===== src/rtl/midi_parser_pkg.sv =====
// Shared MIDI constants, parser state encoding and byte/status decode helpers
// used by the midi_parser channel-voice parser.
package midi_parser_pkg;

  localparam logic [3:0] NOTE_OFF     = 4'h8;
  localparam logic [3:0] NOTE_ON      = 4'h9;
  localparam logic [3:0] POLY_AT      = 4'hA;
  localparam logic [3:0] CC           = 4'hB;
  localparam logic [3:0] PROG         = 4'hC;
  localparam logic [3:0] CHAN_AT      = 4'hD;
  localparam logic [3:0] PITCH        = 4'hE;

  localparam logic [7:0] SYSEX_START  = 8'hF0;
  localparam logic [7:0] SYSEX_END    = 8'hF7;
  localparam logic [7:0] REALTIME_MIN = 8'hF8;

  typedef enum logic [2:0] {
    ST_IDLE  = 3'd0,
    ST_DATA1 = 3'd1,
    ST_DATA2 = 3'd2,
    ST_SKIP1 = 3'd3,
    ST_SKIP2 = 3'd4,
    ST_SYSEX = 3'd5
  } state_e;

  typedef enum logic [1:0] {
    CLS_DATA     = 2'd0,
    CLS_STATUS   = 2'd1,
    CLS_REALTIME = 2'd2
  } byte_class_e;

  function automatic byte_class_e byte_class(input logic [7:0] b);
    byte_class_e cls;
    if (b >= REALTIME_MIN) begin
      cls = CLS_REALTIME;
    end else if (b[7]) begin
      cls = CLS_STATUS;
    end else begin
      cls = CLS_DATA;
    end
    return cls;
  endfunction

  // State entered after a channel status byte, by how many data bytes follow.
  function automatic state_e status_target(input logic [3:0] nib);
    state_e st;
    case (nib)
      NOTE_OFF, NOTE_ON:   st = ST_DATA1;
      POLY_AT, CC, PITCH:  st = ST_SKIP2;
      PROG, CHAN_AT:       st = ST_SKIP1;
      default:             st = ST_IDLE;
    endcase
    return st;
  endfunction

endpackage


===== src/rtl/midi_parser.sv =====
// MIDI channel-voice byte parser: tracks running status, skips realtime/system/
// sysex traffic and emits one registered strobe per Note On/Off on the channel.
module midi_parser
  import midi_parser_pkg::*;
#(
  parameter logic [3:0] CHANNEL = 4'd0,
  parameter bit         OMNI    = 1'b0
) (
  input  logic       clk_i,
  input  logic       rst_i,
  input  logic       rx_valid_i,
  input  logic [7:0] rx_byte_i,
  output logic       msg_valid_o,
  output logic       note_on_o,
  output logic [6:0] note_o,
  output logic [6:0] velocity_o,
  output logic [3:0] channel_o,
  output logic       sync_err_o
);

  state_e      state_q;
  logic [7:0]  rs_q;
  logic        rs_valid_q;
  logic [6:0]  data1_q;
  logic        msg_valid_q;
  logic        note_on_q;
  logic [6:0]  note_q;
  logic [6:0]  velocity_q;
  logic [3:0]  channel_q;
  logic        sync_err_q;

  byte_class_e cls_s;
  logic        chan_match_s;

  assign cls_s        = byte_class(rx_byte_i);
  assign chan_match_s = OMNI || (rs_q[3:0] == CHANNEL);

  // Parser FSM, running status and registered message/error outputs.
  always_ff @(posedge clk_i) begin
    if (rst_i) begin
      state_q     <= ST_IDLE;
      rs_q        <= 8'h00;
      rs_valid_q  <= 1'b0;
      data1_q     <= 7'h00;
      msg_valid_q <= 1'b0;
      note_on_q   <= 1'b0;
      note_q      <= 7'h00;
      velocity_q  <= 7'h00;
      channel_q   <= 4'h0;
      sync_err_q  <= 1'b0;
    end else begin
      msg_valid_q <= 1'b0;
      sync_err_q  <= 1'b0;
      if (rx_valid_i) begin
        case (cls_s)
          CLS_REALTIME: begin
            state_q <= state_q;
          end
          CLS_STATUS: begin
            // A status byte cutting off a partially received message is a framing error.
            if ((state_q == ST_DATA2) || (state_q == ST_SKIP1)) begin
              sync_err_q <= 1'b1;
            end else begin
              sync_err_q <= 1'b0;
            end
            if (rx_byte_i < SYSEX_START) begin
              rs_q       <= rx_byte_i;
              rs_valid_q <= 1'b1;
              state_q    <= status_target(rx_byte_i[7:4]);
            end else begin
              rs_valid_q <= 1'b0;
              state_q    <= (rx_byte_i == SYSEX_START) ? ST_SYSEX : ST_IDLE;
            end
          end
          CLS_DATA: begin
            case (state_q)
              ST_IDLE: begin
                if (!rs_valid_q) begin
                  sync_err_q <= 1'b1;
                end else begin
                  case (rs_q[7:4])
                    NOTE_OFF, NOTE_ON: begin
                      data1_q <= rx_byte_i[6:0];
                      state_q <= ST_DATA2;
                    end
                    POLY_AT, CC, PITCH: state_q <= ST_SKIP1;
                    default:            state_q <= ST_IDLE;
                  endcase
                end
              end
              ST_DATA1: begin
                data1_q <= rx_byte_i[6:0];
                state_q <= ST_DATA2;
              end
              ST_DATA2: begin
                state_q <= ST_IDLE;
                // Off-channel messages are consumed silently, leaving outputs held.
                if (chan_match_s) begin
                  msg_valid_q <= 1'b1;
                  note_q      <= data1_q;
                  velocity_q  <= rx_byte_i[6:0];
                  channel_q   <= rs_q[3:0];
                  note_on_q   <= (rs_q[7:4] == NOTE_ON) && (rx_byte_i[6:0] != 7'h00);
                end else begin
                  msg_valid_q <= 1'b0;
                end
              end
              ST_SKIP2: state_q <= ST_SKIP1;
              ST_SKIP1: state_q <= ST_IDLE;
              ST_SYSEX: state_q <= ST_SYSEX;
              default:  state_q <= ST_IDLE;
            endcase
          end
          default: begin
            state_q <= ST_IDLE;
          end
        endcase
      end else begin
        state_q <= state_q;
      end
    end
  end

  assign msg_valid_o = msg_valid_q;
  assign note_on_o   = note_on_q;
  assign note_o      = note_q;
  assign velocity_o  = velocity_q;
  assign channel_o   = channel_q;
  assign sync_err_o  = sync_err_q;

endmodule


===== config.mk =====
export PLATFORM = sky130hd
export DESIGN_NAME = midi_parser
export DESIGN_NICKNAME = d
export VERILOG_FILES = /design/src/rtl/midi_parser_pkg.sv /design/src/rtl/midi_parser.sv
export SDC_FILE = /design/constraint.sdc
export NUM_CORES = 1
export LEC_CHECK = 0
export CAP_MARGIN = 0
export CORE_MARGIN = 2
export CORE_UTILIZATION = 53
export CTS_BUF_LIST = sky130_fd_sc_hd__clkbuf_4
export DETAILED_ROUTE_END_ITERATION = 8
export GPL_ROUTABILITY_DRIVEN = 0
export PLACE_DENSITY = 0.82
export SLEW_MARGIN = 5
export SYNTH_ARGS = -nofsm -noshare
export SYNTH_HDL_FRONTEND = slang
export SYNTH_SLANG_ARGS = --single-unit

===== constraint.sdc =====
create_clock -name clk_i -period 1.8 [get_ports clk_i]
set_clock_uncertainty 0.2 [all_clocks]
set_input_delay 0.27 -clock clk_i [delete_from_list [all_inputs] [get_ports clk_i]]
set_output_delay 0.27 -clock clk_i [all_outputs]
set_load 0.01 [all_outputs]

==> out/summary.md <==
Run status
- result of the run: completed

Yosys
- proportion of synthesized area in mux cells: 0.1299
- share of synthesized cell area in and, or, nand and nor gates: 0.2088
- EDFF count, synth: 0
- area share of the largest cell type after synthesis: 0.4950
- most numerous cell types in the synthesized netlist: dfxtp_1, nor2_1, mux2i_1, nand2_1, a21oi_1
- library cells used by synthesis: 34
- most frequent cell after synthesis: dfxtp_1
- most area-hungry cell type in the Yosys netlist: dfxtp_1
- sequential area share after synthesis: 0.4950
- asr flop ratio synth: 0
- ranking of synthesized cells by area: dfxtp_1, mux2i_1, nor2_1, nand2_1, a21oi_1
- post-synthesis share of cell area spent on xor and xnor gates: 0
- number of instances in the synthesized netlist: 170
- number of warnings issued by yosys: 0
- Post-Syn Area: 1618 µm²
- compound-gate portion of the synthesized area: 0.1237
- Main synth FF type: dfxtp_1
- share of synthesized cell area in full adder, half adder and majority cells: 0
- syn_area_per_cell: 9.516 µm²
- combinational family with the most area after synthesis: simple AND/OR/NAND/NOR gates
- synthesized net count: 181
- number of register bits inferred by synthesis: 40

Final layout
- non-filler instance count after layout: 260
- area of the multi-input gates: 748.2 µm²
- synthesis-to-layout area growth: 36.81%
- filler cell count: 231
- share of layout cells above drive strength 1: 0.1674
- Net count, final: 237
- Reg area: 800.8 µm²
- post-route core utilization: 0.7433
- count of inserted antenna diode cells: 0

Timing
- worst max-slew margin expressed relative to the limit: 0.7126
- final-report max-slew violation count: 0
- sum of negative setup slack: 0 ps
- setup repair after global routing missed its margin: no
- Slew @ Worst Pin: 427.2 ps
- Final Hold Fails: 0
- final count of negative-setup-slack endpoints: 0
- shortest clock period the worst path allows after layout: 1746 ps
- final hold slack: 270.6 ps
- final worst-path cycle share: 0.9701
- achievable clock frequency: 0.5727 GHz

Detailed routing
- number of violations reported at the end of detailed-routing iteration 0: 59
- via count: 1,486
- post-detailed-routing wire length: 4.012 mm
- number of nets with antenna violations after routing: 0
- drt via density: 5.715
- Residual DRC: 0
- TritonRoute pass-1 iters: 5
- detail-routed net length per standard cell: 15.43 µm

Flow run
- max_cap viols: 0

Clock network
- number of buffers on the longest clock path: 2
- clock insertion delay at the later pin of the skew report: 350 ps
- clock sinks: 40
- root buffer cell: clkbuf_4
- number of clock buffers inserted by TritonCTS: 5
- TritonCTS clock tree: done
- clock-pin transition on the worst setup and hold timing paths: 120 ps
- quantity of gates resized following cts: 0
- post-CTS setup buffer count: 0
- hold buffer count at cts: 0
- H-tree levels: 2

Global routing
- antenna violations before repair: 0
- overflow left after global routing: 0
- vias in the first global route: 1,460
- total global routing track utilization: 0.2468
- largest net degree at the start of global routing: 13
- first-pass GRT wire length: 6.417 mm

Min path
- sink of the worst hold path: channel_o[0]
- Hold Path Stages: 1
- start point of the worst hold path: channel_o[0]
- hold crit path type: reg2reg

Floorplanning
- DIE AREA: 3511 µm²
- Core Region: 2978 µm²
- Chip Width: 59.25 µm
- number of cell rows: 20
- height of the die: 59.25 µm
- Initial Util: 0.5433
- I/O pins: 32

Power
- worst-case vdd ir drop: 0.5622 mV
- total power: 1720 µW
- leakage power of the design: 0.0009986 µW
- power per cell area: 777.3 nW/µm²

Setup path
- cell at the slowest stage of the critical path: clkdlybuf4s50_1
- Register-to-Register Setup Slack: 50 ps
- kind of start point of the critical path: flop
- Reg2Reg Capture Point: state_q[1]
- category of the most critical setup path: reg2out
- peak fanout along the critical path: 2
- Worst EP required: 1330 ps
- R2R depth: 5
- largest stage delay on the critical path: 560 ps
- top cell family by delay on the critical path: buffers and inverters
- startpoint of the worst-slack reg-to-reg timing path: state_q[0]
- worst path cell trace: clkdlybuf4s50_1
- Critical Path End Type: output pin
- crit path buf inv count: 1
- arrival time reported for the critical path endpoint: 1280 ps

Placement
- placed cell count: 252
- number of buffers inserted by port buffering: 31
- post-detailed-placement half-perimeter wirelength: 2.903 mm

[report_power, final]
part           switching, µW  internal, µW  total [µW]
clock network            293           284         577
logic                    104           109         213
registers               23.1           907         931
[cells by family after synthesis]
group,Yosys count
buf+inv,14
compound gates,29
flops,40
simple gates,66
mux,21
[flip-flops by register name (all words and copies together) (netlist names)]
| signal | cells |
|---|---|
| channel_o | 4 |
| rs_valid_q | 1 |
| velocity_o | 7 |
| note_o | 7 |
| sync_err_o | 1 |
| state_q | 3 |
| rs_q | 8 |
| note_on_o | 1 |
| data1_q | 7 |
| msg_valid_o | 1 |
[metal layers]
layer,GRT usage,up-vias,routed length [µm]
met2,0.4270,56,2052
met3,0.04803,13,193
met4,0.1234,0,105
li1,-,710,-
met1,0.2881,707,1661
met5,0,-,0
[through the flow]
| stage | area (µm²) | setup slack (ps) |
|---|---|---|
| floorplan | 1618 | 195.6 |
| global placement | 2138 | -150.9 |
| detailed placement | 2138 | -226.5 |
| CTS | 2213 | 49.69 |
| global route | 2213 | 14.74 |
| finish | 2213 | 53.85 |
[layout by cell type, fill, tap and decap left out, types with 2 or more instances in the layout]
cell type,instances
a21boi_0,2
a21oi_1,8
a31oi_1,5
and2_1,4
buf_4,27
clkbuf_4,5
clkdlybuf4s50_1,31
clkinv_1,2
dfxtp_1,40
inv_1,4
mux2i_1,21
nand2_1,13
nor2_1,31
nor3_1,6
nor4_1,3
o21ai_0,5
[worst max path at each step]
stage                        startpoint             to  depth (start not counted)
after global routing      velocity_o[4]  velocity_o[4]                          1
after floorplan              state_q[0]      note_o[6]                          6
final                     velocity_o[4]  velocity_o[4]                          1
after CTS                 velocity_o[4]  velocity_o[4]                          1
after global placement     rx_byte_i[3]     state_q[0]                          6
after detailed placement   rx_byte_i[3]     state_q[0]                          6
[final cells by class]
type                            instances  share of cell area
Inverter                                4            0.006784
Clock buffer                            5             0.01696
Multi-Input combinational cell        116              0.3380
Sequential cell                        40              0.3618
Timing Repair Buffer                   59              0.2408
Clock inverter                          3             0.01696
Tap cell                               33             0.01865
No activity file was read; power rests on OpenSTA's default activity.
